**src/rtl/simon_ser_pkg.sv**
```systemverilog
// Shared types and sizing helpers for the Simon share serialiser.
package simon_ser_pkg;

    typedef enum logic [2:0] {
        StIdle,
        StLoad,
        StRun,
        StUnload,
        StDone
    } state_e;

    localparam int unsigned DefNshares = 3;
    localparam int unsigned DefInW     = 256;
    localparam int unsigned DefOutW    = 128;
    localparam int unsigned DefTimeout = 4096;

    // Counter width that can hold the longest phase without wrapping.
    function automatic int unsigned CNT_W(input int unsigned a, input int unsigned b,
                                          input int unsigned c);
        int unsigned m;
        m = a;
        if (b > m) m = b;
        if (c > m) m = c;
        return $clog2(m + 1);
    endfunction

endpackage

```
**src/rtl/simon_share_serdes_if.sv**
```systemverilog
// Host-side parallel bus of the share serialiser.
interface simon_share_serdes_if #(
    parameter int unsigned NSHARES = 3,
    parameter int unsigned IN_W    = 256,
    parameter int unsigned OUT_W   = 128
);
    logic [NSHARES*IN_W-1:0] Din;
    logic                    Drdy;
    logic [OUT_W-1:0]        Dout;
    logic                    Dvld;
    logic                    BSY;
    logic                    Err;

    modport master (output Din, Drdy, input Dout, Dvld, BSY, Err);
    modport slave  (input Din, Drdy, output Dout, Dvld, BSY, Err);
endinterface

```
**src/rtl/share_shift_reg.sv**
```systemverilog
// Parallel-load, right-shifting register used for one share lane.
module share_shift_reg #(
    parameter int unsigned W = 8
) (
    input  logic         clk_i,
    input  logic         rst_ni,
    input  logic         en_i,
    input  logic         load_i,
    input  logic [W-1:0] load_val_i,
    input  logic         shift_i,
    input  logic         sin_i,
    output logic [W-1:0] q_o,
    output logic         sout_o
);
    logic [W-1:0] q_q;

    always_ff @(posedge clk_i) begin
        if (!rst_ni) begin
            q_q <= '0;
        end else if (en_i) begin
            if (load_i) begin
                q_q <= load_val_i;
            end else if (shift_i) begin
                q_q <= {sin_i, q_q[W-1:1]};
            end
        end
    end

    assign q_o    = q_q;
    assign sout_o = q_q[0];
endmodule

```
**src/rtl/simon_share_serdes.sv**
```systemverilog
// Streams latched input shares LSB-first into a bit-serial Simon core and
// collects the serial output shares into a recombined parallel result.
module simon_share_serdes
    import simon_ser_pkg::*;
#(
    parameter int unsigned NSHARES = DefNshares,
    parameter int unsigned IN_W    = DefInW,
    parameter int unsigned OUT_W   = DefOutW,
    parameter int unsigned MASKED  = 1,
    parameter int unsigned TIMEOUT = DefTimeout
) (
    input  logic               CLK,
    input  logic               RSTn,
    input  logic               EN,
    simon_share_serdes_if.slave host,
    output logic [NSHARES-1:0] core_din,
    output logic               core_load,
    output logic               core_run,
    input  logic [NSHARES-1:0] core_dout,
    input  logic               core_done
);
    localparam int unsigned CntW = CNT_W(IN_W, OUT_W, TIMEOUT);

    state_e            state_q;
    logic [CntW-1:0]   cnt_q;
    logic [OUT_W-1:0]  dout_q;
    logic              dvld_q;
    logic              err_q;

    logic               start;
    logic               in_shift;
    logic               out_shift;
    logic [NSHARES-1:0] in_bit;
    logic [OUT_W-1:0]   out_q [NSHARES];
    logic [OUT_W-1:0]   dout_next;
    logic [IN_W-1:0]    unused_in_q [NSHARES];
    logic [NSHARES-1:0] unused_out_bit;

    assign start     = (state_q == StIdle) && host.Drdy;
    assign in_shift  = (state_q == StLoad);
    assign out_shift = (state_q == StUnload);

    for (genvar s = 0; s < NSHARES; s++) begin : g_share
        share_shift_reg #(.W(IN_W)) u_in (
            .clk_i      (CLK),
            .rst_ni     (RSTn),
            .en_i       (EN),
            .load_i     (start),
            .load_val_i (host.Din[s*IN_W +: IN_W]),
            .shift_i    (in_shift),
            .sin_i      (1'b0),
            .q_o        (unused_in_q[s]),
            .sout_o     (in_bit[s])
        );

        // Output lanes are cleared on start so a short unload can't leak old data.
        share_shift_reg #(.W(OUT_W)) u_out (
            .clk_i      (CLK),
            .rst_ni     (RSTn),
            .en_i       (EN),
            .load_i     (start),
            .load_val_i ('0),
            .shift_i    (out_shift),
            .sin_i      (core_dout[s]),
            .q_o        (out_q[s]),
            .sout_o     (unused_out_bit[s])
        );
    end

    // Recombine using the post-shift lane values so Dout is ready in DONE.
    always_comb begin
        dout_next = '0;
        for (int s = 0; s < int'(NSHARES); s++) begin
            if (MASKED != 0 || s == 0) begin
                dout_next ^= {core_dout[s], out_q[s][OUT_W-1:1]};
            end
        end
    end

    always_comb begin
        core_din = '0;
        if (state_q == StLoad) begin
            if (MASKED != 0) core_din = in_bit;
            else             core_din[0] = ^in_bit;
        end
    end

    always_ff @(posedge CLK) begin
        if (!RSTn) begin
            state_q <= StIdle;
            cnt_q   <= '0;
            dout_q  <= '0;
            dvld_q  <= 1'b0;
            err_q   <= 1'b0;
        end else if (EN) begin
            dvld_q <= 1'b0;
            unique case (state_q)
                StIdle: begin
                    if (host.Drdy) begin
                        state_q <= StLoad;
                        cnt_q   <= '0;
                        err_q   <= 1'b0;
                    end
                end
                StLoad: begin
                    if (cnt_q == CntW'(IN_W - 1)) begin
                        state_q <= StRun;
                        cnt_q   <= '0;
                    end else begin
                        cnt_q <= cnt_q + CntW'(1);
                    end
                end
                StRun: begin
                    if (core_done) begin
                        state_q <= StUnload;
                        cnt_q   <= '0;
                    end else if ((TIMEOUT != 0) && (cnt_q == CntW'(TIMEOUT - 1))) begin
                        state_q <= StIdle;
                        cnt_q   <= '0;
                        err_q   <= 1'b1;
                    end else if (cnt_q != '1) begin
                        cnt_q <= cnt_q + CntW'(1);
                    end
                end
                StUnload: begin
                    if (cnt_q == CntW'(OUT_W - 1)) begin
                        state_q <= StDone;
                        cnt_q   <= '0;
                        dout_q  <= dout_next;
                        dvld_q  <= 1'b1;
                    end else begin
                        cnt_q <= cnt_q + CntW'(1);
                    end
                end
                StDone: begin
                    state_q <= StIdle;
                end
                default: begin
                    state_q <= StIdle;
                end
            endcase
        end
    end

    assign core_load = (state_q == StLoad);
    assign core_run  = (state_q == StRun);
    assign host.Dout = dout_q;
    assign host.Dvld = dvld_q;
    assign host.BSY  = (state_q != StIdle);
    assign host.Err  = err_q;
endmodule

```
**src/flat_wrapper.sv**
```systemverilog
// flat-port wrapper written by rule: the top's interface ports become plain ports
module simon_share_serdes_flat import simon_ser_pkg::*;
#(
    parameter int unsigned NSHARES = DefNshares,
    parameter int unsigned IN_W    = DefInW,
    parameter int unsigned OUT_W   = DefOutW,
    parameter int unsigned MASKED  = 1,
    parameter int unsigned TIMEOUT = DefTimeout
)
  (CLK, RSTn, EN, core_din, core_load, core_run, core_dout, core_done, host_Din, host_Drdy, host_Dout, host_Dvld, host_BSY, host_Err);
  simon_share_serdes_if #(.NSHARES(NSHARES), .IN_W(IN_W), .OUT_W(OUT_W)) host_i ();
  input  logic CLK;
  input  logic RSTn;
  input  logic EN;
  output logic [NSHARES-1:0] core_din;
  output logic core_load;
  output logic core_run;
  input  logic [NSHARES-1:0] core_dout;
  input  logic core_done;
  input wire logic [$bits(host_i.Din)-1:0] host_Din;
  input wire logic [$bits(host_i.Drdy)-1:0] host_Drdy;
  output wire logic [$bits(host_i.Dout)-1:0] host_Dout;
  output wire logic [$bits(host_i.Dvld)-1:0] host_Dvld;
  output wire logic [$bits(host_i.BSY)-1:0] host_BSY;
  output wire logic [$bits(host_i.Err)-1:0] host_Err;
  assign host_i.Din = host_Din;
  assign host_i.Drdy = host_Drdy;
  assign host_Dout = host_i.Dout;
  assign host_Dvld = host_i.Dvld;
  assign host_BSY = host_i.BSY;
  assign host_Err = host_i.Err;
  simon_share_serdes #(.NSHARES(NSHARES), .IN_W(IN_W), .OUT_W(OUT_W), .MASKED(MASKED), .TIMEOUT(TIMEOUT)) u_core (.CLK(CLK), .RSTn(RSTn), .EN(EN), .host(host_i), .core_din(core_din), .core_load(core_load), .core_run(core_run), .core_dout(core_dout), .core_done(core_done));
endmodule
```
**config.mk**
```make
export PLATFORM = sky130hd
export DESIGN_NAME = simon_share_serdes_flat
export DESIGN_NICKNAME = d
export VERILOG_FILES = /design/src/rtl/simon_ser_pkg.sv /design/src/rtl/simon_share_serdes_if.sv /design/src/rtl/share_shift_reg.sv /design/src/rtl/simon_share_serdes.sv /design/src/flat_wrapper.sv
export SDC_FILE = /design/constraint.sdc
export NUM_CORES = 2
export LEC_CHECK = 0
export CORE_UTILIZATION = 35
export DETAILED_ROUTE_END_ITERATION = 6
export PLACE_DENSITY = 0.54
export SETUP_SLACK_MARGIN = 0.02
export SYNTH_ARGS = -nofsm -noshare
export SYNTH_HDL_FRONTEND = slang
export SYNTH_SLANG_ARGS = --single-unit
export TNS_END_PERCENT = 50
```
**constraint.sdc**
```tcl
create_clock -name CLK -period 5.7 [get_ports CLK]
set_input_delay 1.71 -clock CLK [delete_from_list [all_inputs] [get_ports CLK]]
set_output_delay 1.71 -clock CLK [all_outputs]
set_load 0.02 [all_outputs]
```
# == Yosys cells after proc, flatten, opt, wreduce, memory -nomap -nowiden ==
# Index checks and enable logic that the tools add are counted.
# totals
in_bits,776
regBits,1298
output_inout_bits,136
word_cells,73
# classes
n_eq_ne,14
reduce_logical,13
muxes,32
add_sub_neg,1
n_bitwise,2
# ops
cell,n
$mux W256,6
$mux W128,6
$xor A128 B128 Y128,2
$mux W13,6
$pmux W13 S4,1
$mux W3,6
$add A13 B1 Y13 const B,1
$eq A13 B12 Y1 const B,1
$eq A13 B7 Y1 const B,1
$eq A13 B8 Y1 const B,1
$ne A13 B13 Y1 const B,1
$pmux W3 S4,1
$reduce_and A5 Y1,2
$eq A3 B2 Y1 const B,2
$ne A2 B1 Y1 const B,3
$reduce_bool A2 Y1,3
$mux W1,5
$ne A2 B2 Y1 const B,2
$ne A4 B1 Y1 const B,1
$reduce_and A2 Y1,2
$reduce_and A4 Y1,1
$reduce_bool A4 Y1,1
$eq A3 B1 Y1 const B,1
$logic_not A3 Y1,1
other kinds (5),5

# == Depth between registers and ports, before layout ==
# logic_depth
word_depth,5
ltp_mapped,9
depth_no_buf,6

# == By module ==
# Synthesis repeated with hierarchy kept, for this count alone.
# hier_totals
cells_unflattened,6084
area_unflattened_um2,58721.3
# modules_own_cells
module,area_each_um2,n_inst,seq_area_each_um2,cells_per_inst
share_shift_reg (u_core.g_share[0].u_in ...),11239.5,3,5124.9,1141
share_shift_reg (u_core.g_share[0].u_out ...),5768.0,3,2562.5,572
simon_share_serdes,7698.6,1,2922.8,945

# == Least setup slack after synthesis ==
# OpenSTA, ideal clock, no wires.
# synth_timing
kind,input port to flip-flop
from,input port EN
to,register u_core.g_share[0].u_in.q_q[215]
path_slack_ps,2568
arrival_ps,2990
stages,7
n_path_buf,5
cell_sequence,clkbuf_1 o211a_1 buf_2 buf_2 buf_2 buf_1 a311oi_1
# synth_via
elab_chain_cells,1
# synth_lines
element,line_no,text
start: declaration,flat_wrapper.sv:14,input logic EN;
$reduce_and A2 Y1 (no line),-,
end signal: assignment,share_shift_reg.sv:22,q_q <= load_val_i;
end signal: assignment,share_shift_reg.sv:24,"q_q <= {sin_i, q_q[W-1:1]};"
end: declaration,share_shift_reg.sv:15,logic [W-1:0] q_q;
# No other way between the ends.
# A chain may end at the register's enable or synchronous reset.

# == Worst setup path after layout ==
# layout_timing
from,register u_core.state_q[2]
to,output port core_load
# layout_via
elab_chain_cells,1
# layout_lines
element,line_no,text
start: declaration,simon_share_serdes.sv:24,state_e state_q;
start signal: assignment,simon_share_serdes.sv:90,state_q <= StIdle;
start signal: assignment,simon_share_serdes.sv:100,state_q <= StLoad;
start signal: assignment,simon_share_serdes.sv:107,state_q <= StRun;
$eq A3 B1 Y1,simon_share_serdes.sv:145,assign core_load = (state_q == StLoad);
end: declaration,flat_wrapper.sv:16,output logic core_load;
# No other way between the ends.

==> flow_summary.yaml <==
outcome:
  status: "finished clean"
setup_path:
  worst_r2r_path_depth: 6
  reg2reg_from: "u_core.state_q[0]$_SDFFE_PN0P_"
  critPathCaptureType: "output port"
  worstPathRequired_ns: 3.99
  startpoint: "u_core.state_q[2]$_SDFFE_PN0P_"
  worstPathMaxFanout: 9
  ff2ff_setup_slack_ns: 2.87
  worstSetupEndpoint: "core_load"
  timing.critical_path.from_type: "flip-flop"
  r2r-end: "u_core.g_share[0].u_in.q_o[34]$_SDFFE_PN0P_"
  critPathArrivalTime_ns: 2.59
  critPathKind: "reg -> out"
detailed_routing:
  drtPass1Iterations: 7
  via_per_inst: 5.20
  drt_iter0_drc: 3592
  vias: 47977
  routedWlPerCell_um: 19.4
  route.detailed.drc: 0
  postRouteAntennaNets: 0
  postRouteWirelength_um: 179000
global_route:
  grtUsageTotal: 0.219
  grt_pass1_wl_um: 267000
  grt_max_degree: 207
  grt_pass1_vias: 44629
  overflow: 0
  antenna_found_initial: 69
synthesis:
  yosysWarnings: 0
  synth_seq_area_share: 0.485
  yosysTopAreaCellShare: 0.485
  syn_nets: 7253
  yosysTopAreaCell: "dfxtp_1"
  synth_edf_count: 0
  yosys-top-cells-count: "nand2_1 (1703), dfxtp_1 (1295), nor2_1 (1162)"
  avgSynthCellArea_um2: 8.25
  yosysMostFrequentCell: "nand2_1"
  synthCells: 6476
  synth_area_leaders: "dfxtp_1 (49%), a311oi_1 (13%), nand2_1 (12%)"
  synth.distinct_cells: 57
  ys_async_sr_fraction: 0
  syn_area_um2: 53400
  synth_seq_cells: 1295
  ys.flop_type: "dfxtp_1"
clocking:
  cts_tree: "yes"
  postCtsResizedCells: 0
  clockBufferDepth: 3
  cts_hold_buf: 0
  cts-buffers-inserted: 146
  clkLatencyLatePin_ns: 0.77
  clock-root-buffer: "clkbuf_16"
  post_cts_buffers: 0
  cts.sinks: 1295
  htreeDepth: 4
  clkTransAtPathRegs_ns: 0.06
timing:
  fmax_ghz: 0.233
  finalHoldViolCount: 0
  fin_tns_setup_ns: 0
  clock_skew_ns: 0.0268
  max_slew_margin: 0.236
  tightestPinTransition_ns: 1.15
  rsz0062_at_grt: "false"
  min_period_ns: 4.30
  slew_violations: 0
  fin_crit_sh: 0.754
  setup_viol: 0
placement:
  port_buffers: 911
  dpl-instance-area_um2: 64000
  hpwlAfterDp_um: 121000
  dp.cells: 8920
  gp_congestion: 0.884
min_path:
  min_from: "u_core.host.Dout[107]$_SDFFE_PN0P_"
  hold_class: "reg -> reg"
floorplanning:
  die_area_um2: 154000
  die_h_um: 393
  ios: 912
  die-width_um: 393
  rows: 142
  start_util: 0.354
  coreArea_um2: 151000
cells_and_area:
  area_growth_pct: 29.4
  final_area_um2: 69100
  nets: 7829
  drive_gt1_frac: 0.0773
  layout.cells.non_filler: 9220
power:
  ir_worst_vdd_mv: 0.266
  powerDensity_nw_per_um2: 320
  leakagePower_nw: 23.3
flow_run:
  maxCapViolations: 0
[worst min path at each step]
stage / endpoint / cells after the start
after detailed placement: u_core.host.Dout[107]$_SDFFE_PN0P_ / 2
final: u_core.host.Dout[107]$_SDFFE_PN0P_ / 2
after CTS: u_core.host.Dout[108]$_SDFFE_PN0P_ / 2
after global routing: u_core.host.Dout[107]$_SDFFE_PN0P_ / 2
after floorplan: u_core.g_share[0].u_in.q_o[255]$_SDFFE_PN0P_ / 2
after global placement: u_core.host.Dout[107]$_SDFFE_PN0P_ / 2
[power breakdown]
| part | leakage (nW) | switching (mW) | internal, mW | total (mW) |
|---|---|---|---|---|
| Sequential | 10.6 | 0.256 | 9.54 | 9.80 |
| Combinational | 10.3 | 1.51 | 1.14 | 2.65 |
| Clock | 2.43 | 4.00 | 5.67 | 9.67 |
| Total | 23.3 | 5.76 | 16.4 | 22.1 |
[stage by stage]
stage | hold slack (ns) | worst slack (ns) | utilization | power, mW
floorplan | 0.454 | 2.57 | - | 11.5
global placement | 0.442 | 1.39 | 0.425 | 12.6
detailed placement | 0.447 | 1.32 | 0.425 | 12.6
CTS | 0.455 | 1.36 | 0.458 | 22.4
global route | 0.470 | 1.30 | 0.458 | 23.1
finish | 0.451 | 1.40 | 0.458 | 22.1
[cell type report]
| class | instances | area (µm²) |
|---|---|---|
| antenna | 33 | 82.6 |
| fill | 14854 | 81600 |
| clock buffer | 220 | 4300 |
| sequential | 1295 | 25900 |
| inverter | 4 | 22.5 |
| multi-input combinational | 4575 | 24800 |
| clock inverter | 47 | 651 |
| timing repair buffer | 1030 | 10700 |
| tap | 2016 | 2520 |
[cell families after synthesis]
family,after synthesis,synth area share
buffers and inverters,606,0.0499
DFF,1295,0.485
xor gates and xnor gates,260,0.0426
muxes,2,0.000375
and+or+nand+nor,3000,0.218
adders and majority gates,1,0.000234
AOI/OAI and AO/OA,1312,0.203
[registers in the layout, indices dropped and copies added, names as in the netlist]
register                  count
u_core.cnt_q                 13
u_core.state_q                3
u_core.host.Dvld              1
u_core.g_share.u_out.q_o    381
u_core.host.Err               1
u_core.g_share.u_in.q_o     768
u_core.host.Dout            128
[layout by cell type (no fill, tap or decap), types with 3 or more instances in the layout]
cell and n:
a311oi_1 766, xnor2_1 256, o211ai_1 4, xor2_1 4
clkbuf_8 33, nand3_1 4, o21ai_0 4, clkinv_8 4
inv_6 5, clkinv_16 4, and3_1 6, buf_12 57
a21oi_1 35, nor2_1 1162, a21oi_2 100, o31ai_1 4
bufinv_16 9, dfxtp_1 1295, clkdlybuf4s50_1 911, nand2_2 91
clkbuf_1 39, nand2b_1 3, buf_4 62, a22oi_1 381
a32oi_1 3, or4_1 3, nor3_1 5, inv_1 3
diode_2 33, clkbuf_16 148, clkinv_2 21, nand2_1 1702
[per-layer routing]
metal / track usage / wire, µm / vias to the layer above
met1: 0.284 / 77900 / 22854
met4: 0.0812 / 5840 / 44
met5: 0 / 312 / -
li1: - / - / 23583
met2: 0.353 / 83000 / 1189
met3: 0.0520 / 12000 / 307
[critical path, stage by stage (launching register included)]
cell,delay [ns]
dfxtp_1,0.42
nor2_1,0.46
and2_1,0.30
clkdlybuf4s50_1,0.65
Power figures use the tool's default switching activity.
